`config.mk`:
```
export PLATFORM = sky130hd
export DESIGN_NAME = interrupt_controller
export DESIGN_NICKNAME = d
export VERILOG_FILES = /design/src/rtl/interrupt_pkg.sv /design/src/rtl/irq_priority_encoder.sv /design/src/rtl/interrupt_controller.sv
export SDC_FILE = /design/constraint.sdc
export NUM_CORES = 1
export LEC_CHECK = 0
export BUFFER_PORTS_ARGS = -buffer_cell sky130_fd_sc_hd__buf_4
export CORE_MARGIN = 4
export CORE_UTILIZATION = 43
export DETAILED_ROUTE_END_ITERATION = 8
export GPL_TIMING_DRIVEN = 0
export PLACE_DENSITY_LB_ADDON = 0.1
export SLEW_MARGIN = 20
export SYNTH_ARGS = -nofsm -noshare
export SYNTH_HDL_FRONTEND = slang
export SYNTH_SLANG_ARGS = --single-unit
```
`constraint.sdc`:
```
create_clock -name clk -period 1.3 [get_ports clk]
set_input_delay 0.065 -clock clk [delete_from_list [all_inputs] [get_ports clk]]
set_output_delay 0.065 -clock clk [all_outputs]
set_load 0.005 [all_outputs]
```
`src/rtl/interrupt_pkg.sv`:
```
// Shared types and defaults for the prioritised interrupt controller.
// Optional internal timer source is enabled with IRQ_TIMER_EN.
package interrupt_pkg;

    typedef enum logic [1:0] {
        IDLE = 2'd0,
        TAKE = 2'd1,
        ISR  = 2'd2,
        RET  = 2'd3
    } state_t;

    typedef struct packed {
        logic int_take;
        logic ret_sel;
        logic in_isr;
    } ctl_out_t;

    localparam logic [7:0] VECTOR_BASE   = 8'h70;
    localparam logic [7:0] VECTOR_STRIDE = 8'h10;
    localparam logic [7:0] TIMER_PERIOD  = 8'd10;

    // Vector address wraps modulo 256.
    function automatic logic [7:0] vec_addr(input logic [2:0] id,
                                            input logic [7:0] base,
                                            input logic [7:0] stride);
        logic [7:0] offs;
        offs = {5'd0, id} * stride;
        return base + offs;
    endfunction

endpackage

```
`src/rtl/irq_priority_encoder.sv`:
```
// Combinational priority encoder: lowest set index wins.
module irq_priority_encoder #(
    parameter int N_IRQ = 4
) (
    input  logic [N_IRQ-1:0] eligible,
    output logic             valid,
    output logic [2:0]       id
);

    always_comb begin
        valid = |eligible;
        id    = 3'd0;
        // Scan downward so the lowest asserted index is written last.
        for (int i = N_IRQ - 1; i >= 0; i--) begin
            if (eligible[i]) id = 3'(i);
        end
    end

endmodule

```
`src/rtl/interrupt_controller.sv`:
```
// Non-nesting prioritised interrupt controller for program_sequencer.
// Define IRQ_TIMER_EN to add a periodic internal request on source 0.
module interrupt_controller #(
    parameter int         N_IRQ         = 4,
    parameter logic [7:0] VECTOR_BASE   = interrupt_pkg::VECTOR_BASE,
    parameter logic [7:0] VECTOR_STRIDE = interrupt_pkg::VECTOR_STRIDE
`ifdef IRQ_TIMER_EN
    ,
    parameter logic [7:0] TIMER_PERIOD  = interrupt_pkg::TIMER_PERIOD
`endif
) (
    input  logic             clk,
    input  logic             sync_reset_n,
    input  logic [N_IRQ-1:0] irq_req,
    input  logic             mask_wr,
    input  logic [N_IRQ-1:0] mask_data,
    input  logic [7:0]       pc,
    input  logic             reti,
    output logic             int_take,
    output logic [7:0]       vector_addr,
    output logic             ret_sel,
    output logic [7:0]       return_addr,
    output logic             in_isr,
    output logic [N_IRQ-1:0] pending
);

    import interrupt_pkg::*;

    state_t           state, state_nx;
    ctl_out_t         ctl;
    logic             take_now;
    logic [N_IRQ-1:0] req_d;
    logic [N_IRQ-1:0] mask;
    logic [N_IRQ-1:0] rise;
    logic [N_IRQ-1:0] set_bits;
    logic [N_IRQ-1:0] clr_bits;
    logic [N_IRQ-1:0] eligible;
    logic             win_valid;
    logic [2:0]       win_id;
    logic             timer_tick;

`ifdef IRQ_TIMER_EN
    logic [7:0] tmr;

    always_ff @(posedge clk) begin
        if (!sync_reset_n)     tmr <= TIMER_PERIOD;
        else if (tmr == 8'd0)  tmr <= TIMER_PERIOD;
        else                   tmr <= tmr - 8'd1;
    end

    assign timer_tick = (tmr == 8'd0);
`else
    assign timer_tick = 1'b0;
`endif

    assign rise     = irq_req & ~req_d;
    assign eligible = pending & ~mask;

    always_comb begin
        set_bits    = rise;
        set_bits[0] = rise[0] | timer_tick;
    end

    irq_priority_encoder #(.N_IRQ(N_IRQ)) u_prio (
        .eligible (eligible),
        .valid    (win_valid),
        .id       (win_id)
    );

    always_comb begin
        state_nx = state;
        ctl      = '0;
        take_now = 1'b0;
        case (state)
            IDLE: begin
                if (win_valid) begin
                    state_nx = TAKE;
                    take_now = 1'b1;
                end
            end
            TAKE: begin
                ctl.int_take = 1'b1;
                state_nx     = ISR;
            end
            ISR: begin
                ctl.in_isr = 1'b1;
                if (reti) state_nx = RET;
            end
            RET: begin
                ctl.ret_sel = 1'b1;
                state_nx    = IDLE;
            end
            default: state_nx = IDLE;
        endcase
    end

    always_comb begin
        clr_bits = '0;
        for (int i = 0; i < N_IRQ; i++) begin
            clr_bits[i] = take_now && (win_id == 3'(i));
        end
    end

    always_ff @(posedge clk) begin
        if (!sync_reset_n) state <= IDLE;
        else               state <= state_nx;
    end

    // Set is applied after clear so a fresh edge on the winner is not lost.
    always_ff @(posedge clk) begin
        if (!sync_reset_n) begin
            req_d       <= '0;
            pending     <= '0;
            mask        <= '0;
            vector_addr <= 8'd0;
            return_addr <= 8'd0;
        end else begin
            req_d   <= irq_req;
            pending <= (pending & ~clr_bits) | set_bits;
            if (mask_wr)       mask        <= mask_data;
            if (take_now)      vector_addr <= vec_addr(win_id, VECTOR_BASE, VECTOR_STRIDE);
            if (state == TAKE) return_addr <= pc + 8'd1;
        end
    end

    assign int_take = ctl.int_take;
    assign ret_sel  = ctl.ret_sel;
    assign in_isr   = ctl.in_isr;

endmodule

```
==> flow_summary.html, run 1 <==
<table>
<tr><th>Metric</th><th>Value</th></tr>
<tr><th colspan="2">Route</th></tr>
<tr><td>TritonRoute pass-1 iters</td><td>4</td></tr>
<tr><td>Number of routed nets with antenna violations</td><td>0</td></tr>
<tr><td>Drt via density</td><td>4.99</td></tr>
<tr><td>DR vias</td><td>1132</td></tr>
<tr><td>Wire length per cell after detailed routing</td><td>13.7 µm</td></tr>
<tr><td>Post-detailed-routing wire length</td><td>3110 µm</td></tr>
<tr><td>Remaining routing DRC violations</td><td>0</td></tr>
<tr><td>Violation count after the first detailed-route iteration</td><td>36</td></tr>
<tr><th colspan="2">Finish</th></tr>
<tr><td>Number of fill cells in the layout</td><td>198</td></tr>
<tr><td>Fraction of final layout cells sized beyond drive strength 1</td><td>0.431</td></tr>
<tr><td>Synth-to-Final Area Change</td><td>52.3%</td></tr>
<tr><td># nets final</td><td>226</td></tr>
<tr><td>Most frequent standard cell in the layout excluding fill and tap cells</td><td>sky130_fd_sc_hd__buf_4</td></tr>
<tr><td># diodes</td><td>0</td></tr>
<tr><td>Final cell count without fillers</td><td>227</td></tr>
<tr><td>Fraction of the core area covered by cells at the end of the flow</td><td>0.712</td></tr>
<tr><td>Leading cell types in the layout, fill and taps excluded</td><td>48 x sky130_fd_sc_hd__buf_4, 16 x sky130_fd_sc_hd__dfxtp_1, 12 x sky130_fd_sc_hd__nor2_1</td></tr>
<tr><th colspan="2">Synth</th></tr>
<tr><td>Part of the Yosys area used for sequential elements</td><td>0.430</td></tr>
<tr><td>Synthesized area per cell</td><td>8.91 µm²</td></tr>
<tr><td>Cell area after synthesis</td><td>0.00121 mm²</td></tr>
<tr><td>Distinct cells, synth</td><td>30</td></tr>
<tr><td>Number of synthesized register bits</td><td>26</td></tr>
<tr><td>Count of mapped cells out of synthesis</td><td>136</td></tr>
<tr><td>Synth warnings</td><td>0</td></tr>
<tr><th colspan="2">Worst hold path</th></tr>
<tr><td>Worst hold start</td><td>sync_reset_n</td></tr>
<tr><td>Worst Hold Class</td><td>in -&gt; reg</td></tr>
<tr><td>Hold Path Stages</td><td>3</td></tr>
<tr><td>Hold EP</td><td>state[1]</td></tr>
<tr><th colspan="2">Placed design</th></tr>
<tr><td>Final estimated routing congestion in global placement</td><td>0.794</td></tr>
<tr><td>Placed cell count</td><td>206</td></tr>
<tr><td>Count of buffers from port buffering</td><td>37</td></tr>
<tr><td>Pre-CTS setup slack</td><td>-182 ps</td></tr>
<tr><td>Final HPWL from detailed placement</td><td>2180 µm</td></tr>
<tr><th colspan="2">Pwr</th></tr>
<tr><td>Overall power of the completed layout</td><td>2.78 mW</td></tr>
<tr><td>Pwr dens</td><td>1510 mW/mm²</td></tr>
<tr><td>Highest ir drop seen on vdd</td><td>1.15 mV</td></tr>
<tr><td>Reported leakage power</td><td>0.824 nW</td></tr>
<tr><th colspan="2">GRT</th></tr>
<tr><td>GR Overflow Total</td><td>0</td></tr>
<tr><td>All-layer global routing usage</td><td>0.168</td></tr>
<tr><td>Number of global-route vias before repair</td><td>1016</td></tr>
<tr><td>Global-route wire length before repair</td><td>4570 µm</td></tr>
<tr><td>Largest net degree at the start of global routing</td><td>15</td></tr>
<tr><td>Initial antenna violation count</td><td>0</td></tr>
<tr><th colspan="2">Die</th></tr>
<tr><td>Initial cell density of the core</td><td>0.468</td></tr>
<tr><td>Overall die height</td><td>61.1 µm</td></tr>
<tr><td>Core Box Area</td><td>0.00259 mm²</td></tr>
<tr><td>Count of pins on the block boundary</td><td>43</td></tr>
<tr><td>Horiz. Die Dim</td><td>61.1 µm</td></tr>
<tr><td>Floorplan die area</td><td>0.00373 mm²</td></tr>
<tr><td># rows</td><td>18</td></tr>
<tr><th colspan="2">Worst setup path</th></tr>
<tr><td>CP startpoint kind</td><td>register</td></tr>
<tr><td>Category of the worst setup path capture point</td><td>register</td></tr>
<tr><td>Worst EP required</td><td>1570 ps</td></tr>
<tr><td>Slack of the worst reg-to-reg path</td><td>-50 ps</td></tr>
<tr><td>Crit path kind</td><td>reg -&gt; reg</td></tr>
<tr><td>Startpoint of the lowest-slack register-to-register path</td><td>pending[2]</td></tr>
<tr><td>FF-to-FF path depth</td><td>6</td></tr>
<tr><td>Max FO, Critical Path</td><td>3</td></tr>
<tr><td>Critical register-to-register path endpoint</td><td>vector_addr[5]</td></tr>
<tr><td>Data arrival at the endpoint of the critical path</td><td>1620 ps</td></tr>
<tr><th colspan="2">CTS</th></tr>
<tr><td>Reg clk slew, reported paths</td><td>140 ps</td></tr>
<tr><td>Clock latency at the later pin of the worst-skew pair</td><td>330 ps</td></tr>
<tr><td>Count of clock tree sinks</td><td>26</td></tr>
<tr><td>Clock tree from TritonCTS</td><td>built</td></tr>
<tr><td>H-tree levels</td><td>1</td></tr>
<tr><td>Clock root buffer</td><td>sky130_fd_sc_hd__clkbuf_4</td></tr>
<tr><td>Maximum number of buffers from clock root to sink</td><td>2</td></tr>
<tr><td>Number of buffers inserted during clock tree synthesis</td><td>3</td></tr>
<tr><th colspan="2">STA</th></tr>
<tr><td>Number of failing hold endpoints at the final stage</td><td>0</td></tr>
<tr><td>Final min period</td><td>1350 ps</td></tr>
<tr><td>RSZ-0062 raised after global routing</td><td>yes</td></tr>
<tr><td>Setup ws final</td><td>-52.0 ps</td></tr>
<tr><td>F_max</td><td>740 MHz</td></tr>
<tr><td>Fin Hold WS</td><td>2.93 ps</td></tr>
<tr><td>Setup-violating endpoint count in the final report</td><td>4</td></tr>
<tr><td>Post-route fraction of the period consumed by the critical path</td><td>1.04</td></tr>
<tr><td>Worst Clk Skew</td><td>3.03 ps</td></tr>
<tr><td>Pins Over Slew Limit</td><td>0</td></tr>
<tr><th colspan="2">Flow run</th></tr>
<tr><td>Number of max-cap violations</td><td>0</td></tr>
<tr><th colspan="2">Outcome</th></tr>
<tr><td>Result of the run</td><td>complete, but fails checks</td></tr>
<tr><td>Violations in the final reports</td><td>negative setup slack</td></tr>
</table>
## final cells by class
cell class	instances	area, µm²	share of cell area
plain buffers	9	60.1	0.0326
inverters	6	22.5	0.0122
well taps	30	37.5	0.0204
multi-input cells	98	712	0.386
clock buffers	4	36.3	0.0197
flip-flops and latches	26	536	0.290
repair buffers	54	440	0.239
## kinds of logic (layout without fill, tap and decap cells)
group                      Yosys count  in the layout  share of synthesized area
AOI/OAI and AO/OA                   32             32                      0.161
xor gates and xnor gates             4              4                     0.0289
adders and majority gates            8              8                     0.0826
buffers and inverters               15             73                     0.0589
DFF                                 26             26                      0.430
muxes                                6              6                     0.0496
other                                1              4                    0.00310
and+or+nand+nor                     44             44                      0.186
## routing by layer
metal  global-route usage  routed length (µm)
met3               0.0273                 208
met1                0.204                1280
met2                0.295                1560
met4               0.0650                  63
met5                    0                   0
## where the power goes
part           switching, mW  internal [mW]
Clock                  0.249          0.172
Sequential             0.125          0.985
Combinational          0.571          0.675
## worst max path at each step
stage	from	to	slack, ps	cells after the start
final	pending[2]	vector_addr[5]	-50	6
after global routing	pending[1]	vector_addr[5]	-120	5
after global placement	pending[0]	state[0]	-130	4
after CTS	mask[3]	vector_addr[5]	-70	6
after floorplan	pending[2]	pending[2]	1	8
after detailed placement	state[1]	return_addr[0]	-180	5
## what timing repair did
| item | in CTS | in global routing |
|---|---|---|
| endpoints found under the setup margin | 16 | 17 |
| endpoints found under the hold margin | 13 | 0 |
| hold buffers | 9 | 0 |
| setup buffers | 5 | 3 |
| resized for setup | 21 | 16 |
| pin swaps | 9 | 6 |
## cells in the mapped netlist (all sizes together)
library cell  instances  area share
or3                   2       0.010
nor4                  1       0.010
clkbuf                5       0.015
o221a                 1      0.0093
o21a                  1      0.0062
dfxtp                26        0.43
or2b                  1      0.0062
a211oi                3       0.019
buf                   4       0.025
ha                    8       0.083
nor3                  1      0.0041
and2                  4       0.021
o31ai                 1      0.0062
nand2                 8       0.025
nor2b                 5       0.026
a311oi                2       0.014
xnor2                 2       0.014
nand2b                6       0.031
a21oi                 9       0.037
conb                  1      0.0031
inv                   6       0.019
mux2i                 6       0.050
a22oi                 1      0.0062
o41a                  1      0.0093
nand3                 3       0.012
nor2                 13       0.040
o21ai                13       0.054
xor2                  2       0.014
## state kept, by name, summed over array words and instances (netlist names)
register / count
state: 2
vector_addr: 4
mask: 4
return_addr: 8
pending: 4
req_d: 4
## stage by stage
step,instance area [µm²],TNS [ps]
after detailed placement,1550,-1320
after global routing,1840,-570
after floorplan,1240,0
final,1840,-112
after CTS,1790,-243
after global placement,1550,-891
## critical path, cell delays in order (launching register included)
cell and delay, ps:
sky130_fd_sc_hd__dfxtp_2 360, sky130_fd_sc_hd__nor2b_4 200, sky130_fd_sc_hd__nor2_2 60, sky130_fd_sc_hd__o21a_1 200
sky130_fd_sc_hd__inv_2 80, sky130_fd_sc_hd__ha_1 230, sky130_fd_sc_hd__a211oi_2 160
Note: power is estimated with default switching activity, not from simulation.
==> inputs of run 2 (changes only) <==
CELL_PAD_IN_SITES_DETAIL_PLACEMENT = 1   (was default)
CELL_PAD_IN_SITES_GLOBAL_PLACEMENT = 1   (was default)
CORE_UTILIZATION = 32   (was 43)
SYNTH_HIERARCHICAL = 1   (was default)
==> run 2 against run 1 <==
Net effect:
- final area grew 2.7%
- largest power group unchanged
- highest routed layer unchanged
- largest cell class unchanged
- the flow still finishes with violations (negative setup slack)
- register-to-register slack lost 100 ps
- via count shrank 2.3%
- setup slack lost 100 ps
- maximum frequency shrank 7.1%
- sequential share of layout area shrank 1.2 points
- die area grew 35%
- critical path type unchanged
- sequential power is essentially flat
- clock power grew 26%
- power grew 2.3%
==> flow_summary.html, run 2 <==
<table>
<tr><th>Metric</th><th>Value</th></tr>
<tr><th colspan="2">Worst setup path</th></tr>
<tr><td>Category of the worst setup path capture point</td><td>register</td></tr>
<tr><td>Critical Path, Cell by Cell</td><td>nor2b_4 -&gt; nand2b_4 -&gt; a21oi_4 -&gt; buf_4 -&gt; buf_4 -&gt; nor3_1 -&gt; a21oi_1</td></tr>
<tr><td>CP startpoint kind</td><td>register</td></tr>
<tr><td>Slowest stage cell on the critical path</td><td>sky130_fd_sc_hd__dfxtp_2</td></tr>
<tr><td>Max FO, Critical Path</td><td>3</td></tr>
<tr><td>Data arrival at the endpoint of the critical path</td><td>1620 ps</td></tr>
<tr><td>Crit path kind</td><td>reg -&gt; reg</td></tr>
<tr><td>Worst EP required</td><td>1460 ps</td></tr>
<tr><td>Cell type with the highest occurrence count on the critical path</td><td>sky130_fd_sc_hd__buf_4</td></tr>
<tr><td>Crit path largest cell delay</td><td>340 ps</td></tr>
<tr><td>Startpoint of the lowest-slack register-to-register path</td><td>pending[2]</td></tr>
<tr><td>Startpoint of the most critical setup path</td><td>pending[2]</td></tr>
<tr><td>FF-to-FF path depth</td><td>7</td></tr>
<tr><th colspan="2">STA</th></tr>
<tr><td>Worst-Margin Slew</td><td>535 ps</td></tr>
<tr><td>Setup ws final</td><td>-155 ps</td></tr>
<tr><td>F_max</td><td>687 MHz</td></tr>
<tr><td>Pins Over Slew Limit</td><td>0</td></tr>
<tr><td>Worst Clk Skew</td><td>3.81 ps</td></tr>
<tr><td>Post-route fraction of the period consumed by the critical path</td><td>1.12</td></tr>
<tr><td>Fin Hold WS</td><td>7.28 ps</td></tr>
<tr><td>Number of failing hold endpoints at the final stage</td><td>0</td></tr>
<tr><td>Final min period</td><td>1450 ps</td></tr>
<tr><td>Setup-violating endpoint count in the final report</td><td>9</td></tr>
<tr><td>Max-Slew Margin vs Limit</td><td>0.643</td></tr>
<tr><td>Final-layout setup total negative slack</td><td>-877 ps</td></tr>
<tr><td>RSZ-0062 raised after global routing</td><td>yes</td></tr>
<tr><th colspan="2">Synth</th></tr>
<tr><td>Count of mapped cells out of synthesis</td><td>139</td></tr>
<tr><td>Synth warnings</td><td>6</td></tr>
<tr><td>Part of the Yosys area used for sequential elements</td><td>0.411</td></tr>
<tr><td>Cell area after synthesis</td><td>0.00127 mm²</td></tr>
<tr><td>Dominant cell type by area after synthesis</td><td>sky130_fd_sc_hd__dfxtp_1</td></tr>
<tr><td>Biggest area contributors in the synthesized netlist</td><td>sky130_fd_sc_hd__dfxtp_1 41%, sky130_fd_sc_hd__ha_1 11%, sky130_fd_sc_hd__o21ai_0 4.3%</td></tr>
<tr><td>Area fraction of the dominant cell type after synthesis</td><td>0.411</td></tr>
<tr><td>Flip-flop cell with the highest count after synthesis</td><td>sky130_fd_sc_hd__dfxtp_1</td></tr>
<tr><td>Most frequent cells after synthesis</td><td>26 x sky130_fd_sc_hd__dfxtp_1, 12 x sky130_fd_sc_hd__nor2_1, 11 x sky130_fd_sc_hd__ha_1, 11 x sky130_fd_sc_hd__o21ai_0, 8 x sky130_fd_sc_hd__a21oi_1</td></tr>
<tr><td>Leading cell type by number of instances after synthesis</td><td>sky130_fd_sc_hd__dfxtp_1</td></tr>
<tr><td>Post-synth EDFFs</td><td>0</td></tr>
<tr><td>Distinct cells, synth</td><td>29</td></tr>
<tr><td>Number of synthesized register bits</td><td>26</td></tr>
<tr><td>Async SR Flop Fraction</td><td>0</td></tr>
<tr><td>Synthesized area per cell</td><td>9.11 µm²</td></tr>
<tr><th colspan="2">Worst hold path</th></tr>
<tr><td>Worst Hold Class</td><td>in -&gt; reg</td></tr>
<tr><td>Worst hold start</td><td>irq_req[3]</td></tr>
<tr><td>Hold Path Stages</td><td>2</td></tr>
<tr><th colspan="2">Die</th></tr>
<tr><td># rows</td><td>22</td></tr>
<tr><td>Overall die height</td><td>70.9 µm</td></tr>
<tr><td>Horiz. Die Dim</td><td>70.9 µm</td></tr>
<tr><td>Core Box Area</td><td>0.00374 mm²</td></tr>
<tr><td>Floorplan die area</td><td>0.00503 mm²</td></tr>
<tr><td>Initial cell density of the core</td><td>0.338</td></tr>
<tr><td>Count of pins on the block boundary</td><td>43</td></tr>
<tr><th colspan="2">CTS</th></tr>
<tr><td>Maximum number of buffers from clock root to sink</td><td>2</td></tr>
<tr><td>Clock root buffer</td><td>sky130_fd_sc_hd__clkbuf_8</td></tr>
<tr><td>Clock tree from TritonCTS</td><td>built</td></tr>
<tr><td>Clock latency at the later pin of the worst-skew pair</td><td>270 ps</td></tr>
<tr><td>Reg clk slew, reported paths</td><td>90 ps</td></tr>
<tr><td>Count of clock tree sinks</td><td>26</td></tr>
<tr><td>H-tree levels</td><td>1</td></tr>
<tr><td>Number of buffers inserted during clock tree synthesis</td><td>3</td></tr>
<tr><th colspan="2">Finish</th></tr>
<tr><td>Synth-to-Final Area Change</td><td>49.6%</td></tr>
<tr><td>Number of fill cells in the layout</td><td>458</td></tr>
<tr><td># diodes</td><td>0</td></tr>
<tr><td>Final non-filler cell area</td><td>0.00189 mm²</td></tr>
<tr><td>Fraction of the core area covered by cells at the end of the flow</td><td>0.506</td></tr>
<tr><td>Register with the highest flop count</td><td>return_addr</td></tr>
<tr><td>Multi-input gate area</td><td>790 µm²</td></tr>
<tr><td>Most frequent standard cell in the layout excluding fill and tap cells</td><td>sky130_fd_sc_hd__buf_4</td></tr>
<tr><td>Fraction of final layout cells sized beyond drive strength 1</td><td>0.474</td></tr>
<tr><td># nets final</td><td>226</td></tr>
<tr><td>Sequential cell area in the final layout</td><td>528 µm²</td></tr>
<tr><td>Leading cell types in the layout, fill and taps excluded</td><td>50 x sky130_fd_sc_hd__buf_4, 20 x sky130_fd_sc_hd__dfxtp_1, 11 x sky130_fd_sc_hd__o21ai_0, 11 x sky130_fd_sc_hd__nor2_1, 7 x sky130_fd_sc_hd__a21oi_1</td></tr>
<tr><td>Final cell count without fillers</td><td>242</td></tr>
<tr><td>Max FFs per register</td><td>8</td></tr>
<tr><th colspan="2">Route</th></tr>
<tr><td>Remaining routing DRC violations</td><td>0</td></tr>
<tr><td>Post-detailed-routing wire length</td><td>3220 µm</td></tr>
<tr><td>Number of routed nets with antenna violations</td><td>0</td></tr>
<tr><td>Drt via density</td><td>4.57</td></tr>
<tr><td>Violation count after the first detailed-route iteration</td><td>13</td></tr>
<tr><td>DR vias</td><td>1106</td></tr>
<tr><td>TritonRoute pass-1 iters</td><td>4</td></tr>
<tr><td>Wire length per cell after detailed routing</td><td>13.3 µm</td></tr>
<tr><th colspan="2">GRT</th></tr>
<tr><td>Initial antenna violation count</td><td>0</td></tr>
<tr><td>Number of global-route vias before repair</td><td>1233</td></tr>
<tr><td>All-layer global routing usage</td><td>0.132</td></tr>
<tr><td>GR Overflow Total</td><td>0</td></tr>
<tr><td>Largest net degree at the start of global routing</td><td>15</td></tr>
<tr><td>Global-route wire length before repair</td><td>5400 µm</td></tr>
<tr><th colspan="2">Outcome</th></tr>
<tr><td>Result of the run</td><td>complete, but fails checks</td></tr>
<tr><td>Violations in the final reports</td><td>negative setup slack</td></tr>
<tr><th colspan="2">Pwr</th></tr>
<tr><td>Internal Power</td><td>1.92 mW</td></tr>
<tr><td>Switching power share of the total</td><td>0.324</td></tr>
<tr><td>Sequential power share</td><td>0.388</td></tr>
<tr><td>Pwr dens</td><td>1500 mW/mm²</td></tr>
<tr><td>Fraction of power consumed by the clock network</td><td>0.186</td></tr>
<tr><td>Sw Pwr</td><td>0.921 mW</td></tr>
<tr><td>Comb pwr share</td><td>0.425</td></tr>
<tr><td>Reported leakage power</td><td>0.855 nW</td></tr>
<tr><td>Highest ir drop seen on vdd</td><td>0.599 mV</td></tr>
<tr><td>Overall power of the completed layout</td><td>2.84 mW</td></tr>
<tr><th colspan="2">Placed design</th></tr>
<tr><td>Placed cell count</td><td>227</td></tr>
<tr><td>Pre-CTS setup slack</td><td>-261 ps</td></tr>
<tr><td>Final estimated routing congestion in global placement</td><td>0.782</td></tr>
<tr><td>Placed Instance Area</td><td>0.00166 mm²</td></tr>
<tr><td>Count of buffers from port buffering</td><td>37</td></tr>
<tr><td>Final HPWL from detailed placement</td><td>2420 µm</td></tr>
<tr><th colspan="2">Flow run</th></tr>
<tr><td>Number of max-cap violations</td><td>0</td></tr>
</table>
[run 2: changes by cell type after synthesis, sizes merged, moves of 3 or more]
cell and change:
nand2 -6, a21bo +4, buf +4, a31oi +3, clkbuf -3, ha +3
[run 2: layout make-up]
type,instances,share of cell area
clock buffer,4,0.0291
tap,48,0.0317
timing repair buffer,48,0.194
buffer,10,0.0357
inverter,7,0.0139
multi-input combinational,99,0.417
sequential,26,0.279
[run 2: cells by family after synthesis]
| group | Yosys count | share of synthesized area |
|---|---|---|
| fa+ha+maj | 11 | 0.109 |
| compound gates | 33 | 0.166 |
| mux | 5 | 0.0395 |
| buf+inv | 17 | 0.0672 |
| flops | 26 | 0.411 |
| simple gates | 41 | 0.174 |
| other cells | 2 | 0.00593 |
| xor+xnor | 4 | 0.0277 |
[run 2: final timing paths]
check                        end  slack, ps
setup / recovery  vector_addr[7]       -150
hold / removal          req_d[3]          7
setup reg to reg  vector_addr[7]       -150
hold reg to reg       pending[0]        500
[run 2: worst max-delay path, delay by kind of cell, from the launching register on]
kind            cells  cell delay, ps
compound gates      2             160
buf+inv             2             270
flops               1             340
simple gates        3             580
[run 2: metal layers]
| layer | routed length [µm] | GRT usage |
|---|---|---|
| met1 | 1280 | 0.142 |
| met3 | 148 | 0.0327 |
| met5 | 0 | 0 |
| met4 | 23 | 0.0501 |
| met2 | 1770 | 0.248 |
[run 2: timing repair]
item,in CTS,in global routing
buffers inserted,7,1
hold endpoints to repair,1,2
gates cloned,0,0
pin swaps,8,1
resized for setup,14,15
setup endpoints to repair,14,13
hold buffers,1,2
[run 2: power groups by stage]
stage	Sequential (mW)	Clock, mW	Combinational (mW)
2_1_floorplan	1.10	0	0.571
3_3_place_gp	1.10	0	0.991
3_5_place_dp	1.11	0	1.04
4_1_cts	1.10	0.553	1.11
5_1_grt	1.13	0.586	1.35
6_report	1.10	0.530	1.21
==> inputs of run 3 (changes only) <==
CORE_MARGIN = default   (was 4)
==> run 3 against run 2 <==
Net effect:
- the flow still finishes with violations (negative setup slack)
- register-to-register slack improved by 30 ps
- count of clock-buffer cells in the layout unchanged
- sequential power about the same
- clock power fell by 3%
- power grew 0.58%
- largest power group unchanged
==> flow_summary.html, run 3 (synthesis gave the netlist of run 2 again) <==
<table>
<tr><th>Metric</th><th>Value</th></tr>
<tr><th colspan="2">Worst setup path</th></tr>
<tr><td>Cell type group with the largest total delay on the critical path</td><td>simple AND/OR/NAND/NOR gates</td></tr>
<tr><td>Critical Path, Cell by Cell</td><td>nor2b_4 -&gt; nor2_4 -&gt; nor3_4 -&gt; inv_2 -&gt; ha_4 -&gt; a21bo_2 -&gt; a21oi_2</td></tr>
<tr><td>CP startpoint kind</td><td>register</td></tr>
<tr><td>Crit path kind</td><td>reg -&gt; reg</td></tr>
<tr><td>Category of the worst setup path capture point</td><td>register</td></tr>
<tr><td>Crit path largest cell delay</td><td>340 ps</td></tr>
<tr><td>Worst EP required</td><td>1500 ps</td></tr>
<tr><td>Number of buffers and inverters on the critical path</td><td>1</td></tr>
<tr><td>Slowest stage cell on the critical path</td><td>sky130_fd_sc_hd__dfxtp_2</td></tr>
<tr><td>Max FO, Critical Path</td><td>3</td></tr>
<tr><td>Data arrival at the endpoint of the critical path</td><td>1620 ps</td></tr>
<tr><th colspan="2">STA</th></tr>
<tr><td>Number of failing hold endpoints at the final stage</td><td>0</td></tr>
<tr><td>Worst Clk Skew</td><td>0.968 ps</td></tr>
<tr><td>Setup-violating endpoint count in the final report</td><td>7</td></tr>
<tr><td>RSZ-0062 raised after global routing</td><td>yes</td></tr>
<tr><td>F_max</td><td>704 MHz</td></tr>
<tr><td>Pins Over Slew Limit</td><td>0</td></tr>
<tr><td>Setup ws final</td><td>-121 ps</td></tr>
<tr><td>Post-route fraction of the period consumed by the critical path</td><td>1.09</td></tr>
<tr><td>Fin Hold WS</td><td>6.25 ps</td></tr>
<tr><td>Final min period</td><td>1420 ps</td></tr>
<tr><td>Worst-Margin Slew</td><td>515 ps</td></tr>
<tr><td>Max-Slew Margin vs Limit</td><td>0.657</td></tr>
<tr><th colspan="2">Placed design</th></tr>
<tr><td>Final estimated routing congestion in global placement</td><td>0.709</td></tr>
<tr><td>Final HPWL from detailed placement</td><td>2350 µm</td></tr>
<tr><td>Count of buffers from port buffering</td><td>37</td></tr>
<tr><th colspan="2">Die</th></tr>
<tr><td># rows</td><td>22</td></tr>
<tr><td>Overall die height</td><td>64.9 µm</td></tr>
<tr><td>Horiz. Die Dim</td><td>64.9 µm</td></tr>
<tr><td>Core Box Area</td><td>0.00372 mm²</td></tr>
<tr><td>Count of pins on the block boundary</td><td>43</td></tr>
<tr><td>Initial cell density of the core</td><td>0.341</td></tr>
<tr><td>Floorplan die area</td><td>0.00421 mm²</td></tr>
<tr><th colspan="2">Outcome</th></tr>
<tr><td>Violations in the final reports</td><td>negative setup slack</td></tr>
<tr><td>Result of the run</td><td>complete, but fails checks</td></tr>
<tr><th colspan="2">Finish</th></tr>
<tr><td>Synth-to-Final Area Change</td><td>52.5%</td></tr>
<tr><td>Leading cell types in the layout, fill and taps excluded</td><td>46 x sky130_fd_sc_hd__buf_4, 19 x sky130_fd_sc_hd__dfxtp_1, 9 x sky130_fd_sc_hd__o21ai_0, 9 x sky130_fd_sc_hd__nor2_1</td></tr>
<tr><td># diodes</td><td>0</td></tr>
<tr><td>Fraction of final layout cells sized beyond drive strength 1</td><td>0.497</td></tr>
<tr><td>Multi-input gate area</td><td>858 µm²</td></tr>
<tr><td>Max FFs per register</td><td>8</td></tr>
<tr><td>Register with the highest flop count</td><td>return_addr</td></tr>
<tr><td>Sequential cell area in the final layout</td><td>529 µm²</td></tr>
<tr><td>Most frequent standard cell in the layout excluding fill and tap cells</td><td>sky130_fd_sc_hd__buf_4</td></tr>
<tr><td># nets final</td><td>221</td></tr>
<tr><td>Fraction of the core area covered by cells at the end of the flow</td><td>0.520</td></tr>
<tr><td>Number of fill cells in the layout</td><td>443</td></tr>
<tr><th colspan="2">Route</th></tr>
<tr><td>Wire length per cell after detailed routing</td><td>13.6 µm</td></tr>
<tr><td>Post-detailed-routing wire length</td><td>3220 µm</td></tr>
<tr><td>DR vias</td><td>1107</td></tr>
<tr><td>Remaining routing DRC violations</td><td>0</td></tr>
<tr><td>Drt via density</td><td>4.67</td></tr>
<tr><td>TritonRoute pass-1 iters</td><td>2</td></tr>
<tr><td>Violation count after the first detailed-route iteration</td><td>17</td></tr>
<tr><td>Number of routed nets with antenna violations</td><td>0</td></tr>
<tr><th colspan="2">Flow run</th></tr>
<tr><td>Number of max-cap violations</td><td>0</td></tr>
<tr><th colspan="2">CTS</th></tr>
<tr><td>H-tree levels</td><td>1</td></tr>
<tr><td>Reg clk slew, reported paths</td><td>90 ps</td></tr>
<tr><td>Count of clock tree sinks</td><td>26</td></tr>
<tr><td>Clock latency at the later pin of the worst-skew pair</td><td>270 ps</td></tr>
<tr><td>Number of buffers inserted during clock tree synthesis</td><td>3</td></tr>
<tr><td>Clock tree from TritonCTS</td><td>built</td></tr>
<tr><td>Clock root buffer</td><td>sky130_fd_sc_hd__clkbuf_8</td></tr>
<tr><td>Maximum number of buffers from clock root to sink</td><td>2</td></tr>
<tr><th colspan="2">Pwr</th></tr>
<tr><td>Pwr dens</td><td>1480 mW/mm²</td></tr>
<tr><td>Highest ir drop seen on vdd</td><td>0.575 mV</td></tr>
<tr><td>Reported leakage power</td><td>0.846 nW</td></tr>
<tr><th colspan="2">GRT</th></tr>
<tr><td>All-layer global routing usage</td><td>0.162</td></tr>
<tr><td>GR Overflow Total</td><td>0</td></tr>
<tr><td>Number of global-route vias before repair</td><td>1156</td></tr>
<tr><td>Global-route wire length before repair</td><td>5260 µm</td></tr>
<tr><td>Initial antenna violation count</td><td>0</td></tr>
<tr><td>Largest net degree at the start of global routing</td><td>15</td></tr>
<tr><th colspan="2">Worst hold path</th></tr>
<tr><td>Worst Hold Class</td><td>in -&gt; reg</td></tr>
</table>
## run 3: worst register-to-register path: stages (launching register included)
cell,delay (ps)
sky130_fd_sc_hd__dfxtp_2,340
sky130_fd_sc_hd__nor2b_4,210
sky130_fd_sc_hd__nor2_4,70
sky130_fd_sc_hd__nor3_4,140
sky130_fd_sc_hd__inv_2,110
sky130_fd_sc_hd__ha_4,170
sky130_fd_sc_hd__a21bo_2,190
sky130_fd_sc_hd__a21oi_2,120
## run 3: final cells by class
| cell class | instances | share of cell area |
|---|---|---|
| well taps | 48 | 0.0311 |
| multi-input cells | 99 | 0.445 |
| plain buffers | 9 | 0.0292 |
| clock buffers | 4 | 0.0285 |
| repair buffers | 44 | 0.178 |
| flip-flops and latches | 26 | 0.274 |
| inverters | 7 | 0.0149 |
## run 3: final timing paths
| check | start | end | slack, ps | cells past startpoint |
|---|---|---|---|---|
| hold / removal | irq_req[0] | req_d[0] | 6 | 2 |
| setup / recovery | pending[3] | pending[1] | -120 | 7 |
| hold reg to reg | req_d[3] | pending[3] | 490 | 2 |
| setup reg to reg | pending[3] | pending[1] | -120 | 7 |
## run 3: stage by stage
step           setup slack, ps  total power, mW  cell area (µm²)  setup TNS (ps)  instances
2_1_floorplan            -94.3             1.67             1320            -439        142
3_3_place_gp              -229             2.08             1660           -1470        227
3_5_place_dp              -266             2.12             1660           -1960        227
4_1_cts                  -99.4             2.81             1900            -573        237
5_1_grt                   -191             3.08             1930           -1150        237
6_report                  -121             2.86             1930            -677        237
## run 3: where the power goes
group | leakage (nW) | internal, mW | total (mW) | switching, mW
Sequential | 0.218 | 0.987 | 1.11 | 0.120
Clock | 0.0288 | 0.271 | 0.516 | 0.246
Combinational | 0.600 | 0.660 | 1.24 | 0.575
Total | 0.846 | 1.92 | 2.86 | 0.940
## run 3: routing by layer
layer / share of wire / track usage / up-vias / wire length (µm)
met2: 0.54 / 0.315 / 28 / 1730
li1: - / - / 564 / -
met4: 0.0056 / 0.0250 / 0 / 18
met3: 0.048 / 0.0423 / 4 / 155
met1: 0.41 / 0.174 / 511 / 1320
met5: 0 / 0 / - / 0
## run 3: what timing repair did
action                     4_1_cts  5_1_grt
gates resized for setup         33       12
hold endpoints to repair         1        1
hold buffers                     1        1
setup endpoints to repair       13       13
pin swaps                       12        1
setup buffers                    5        0
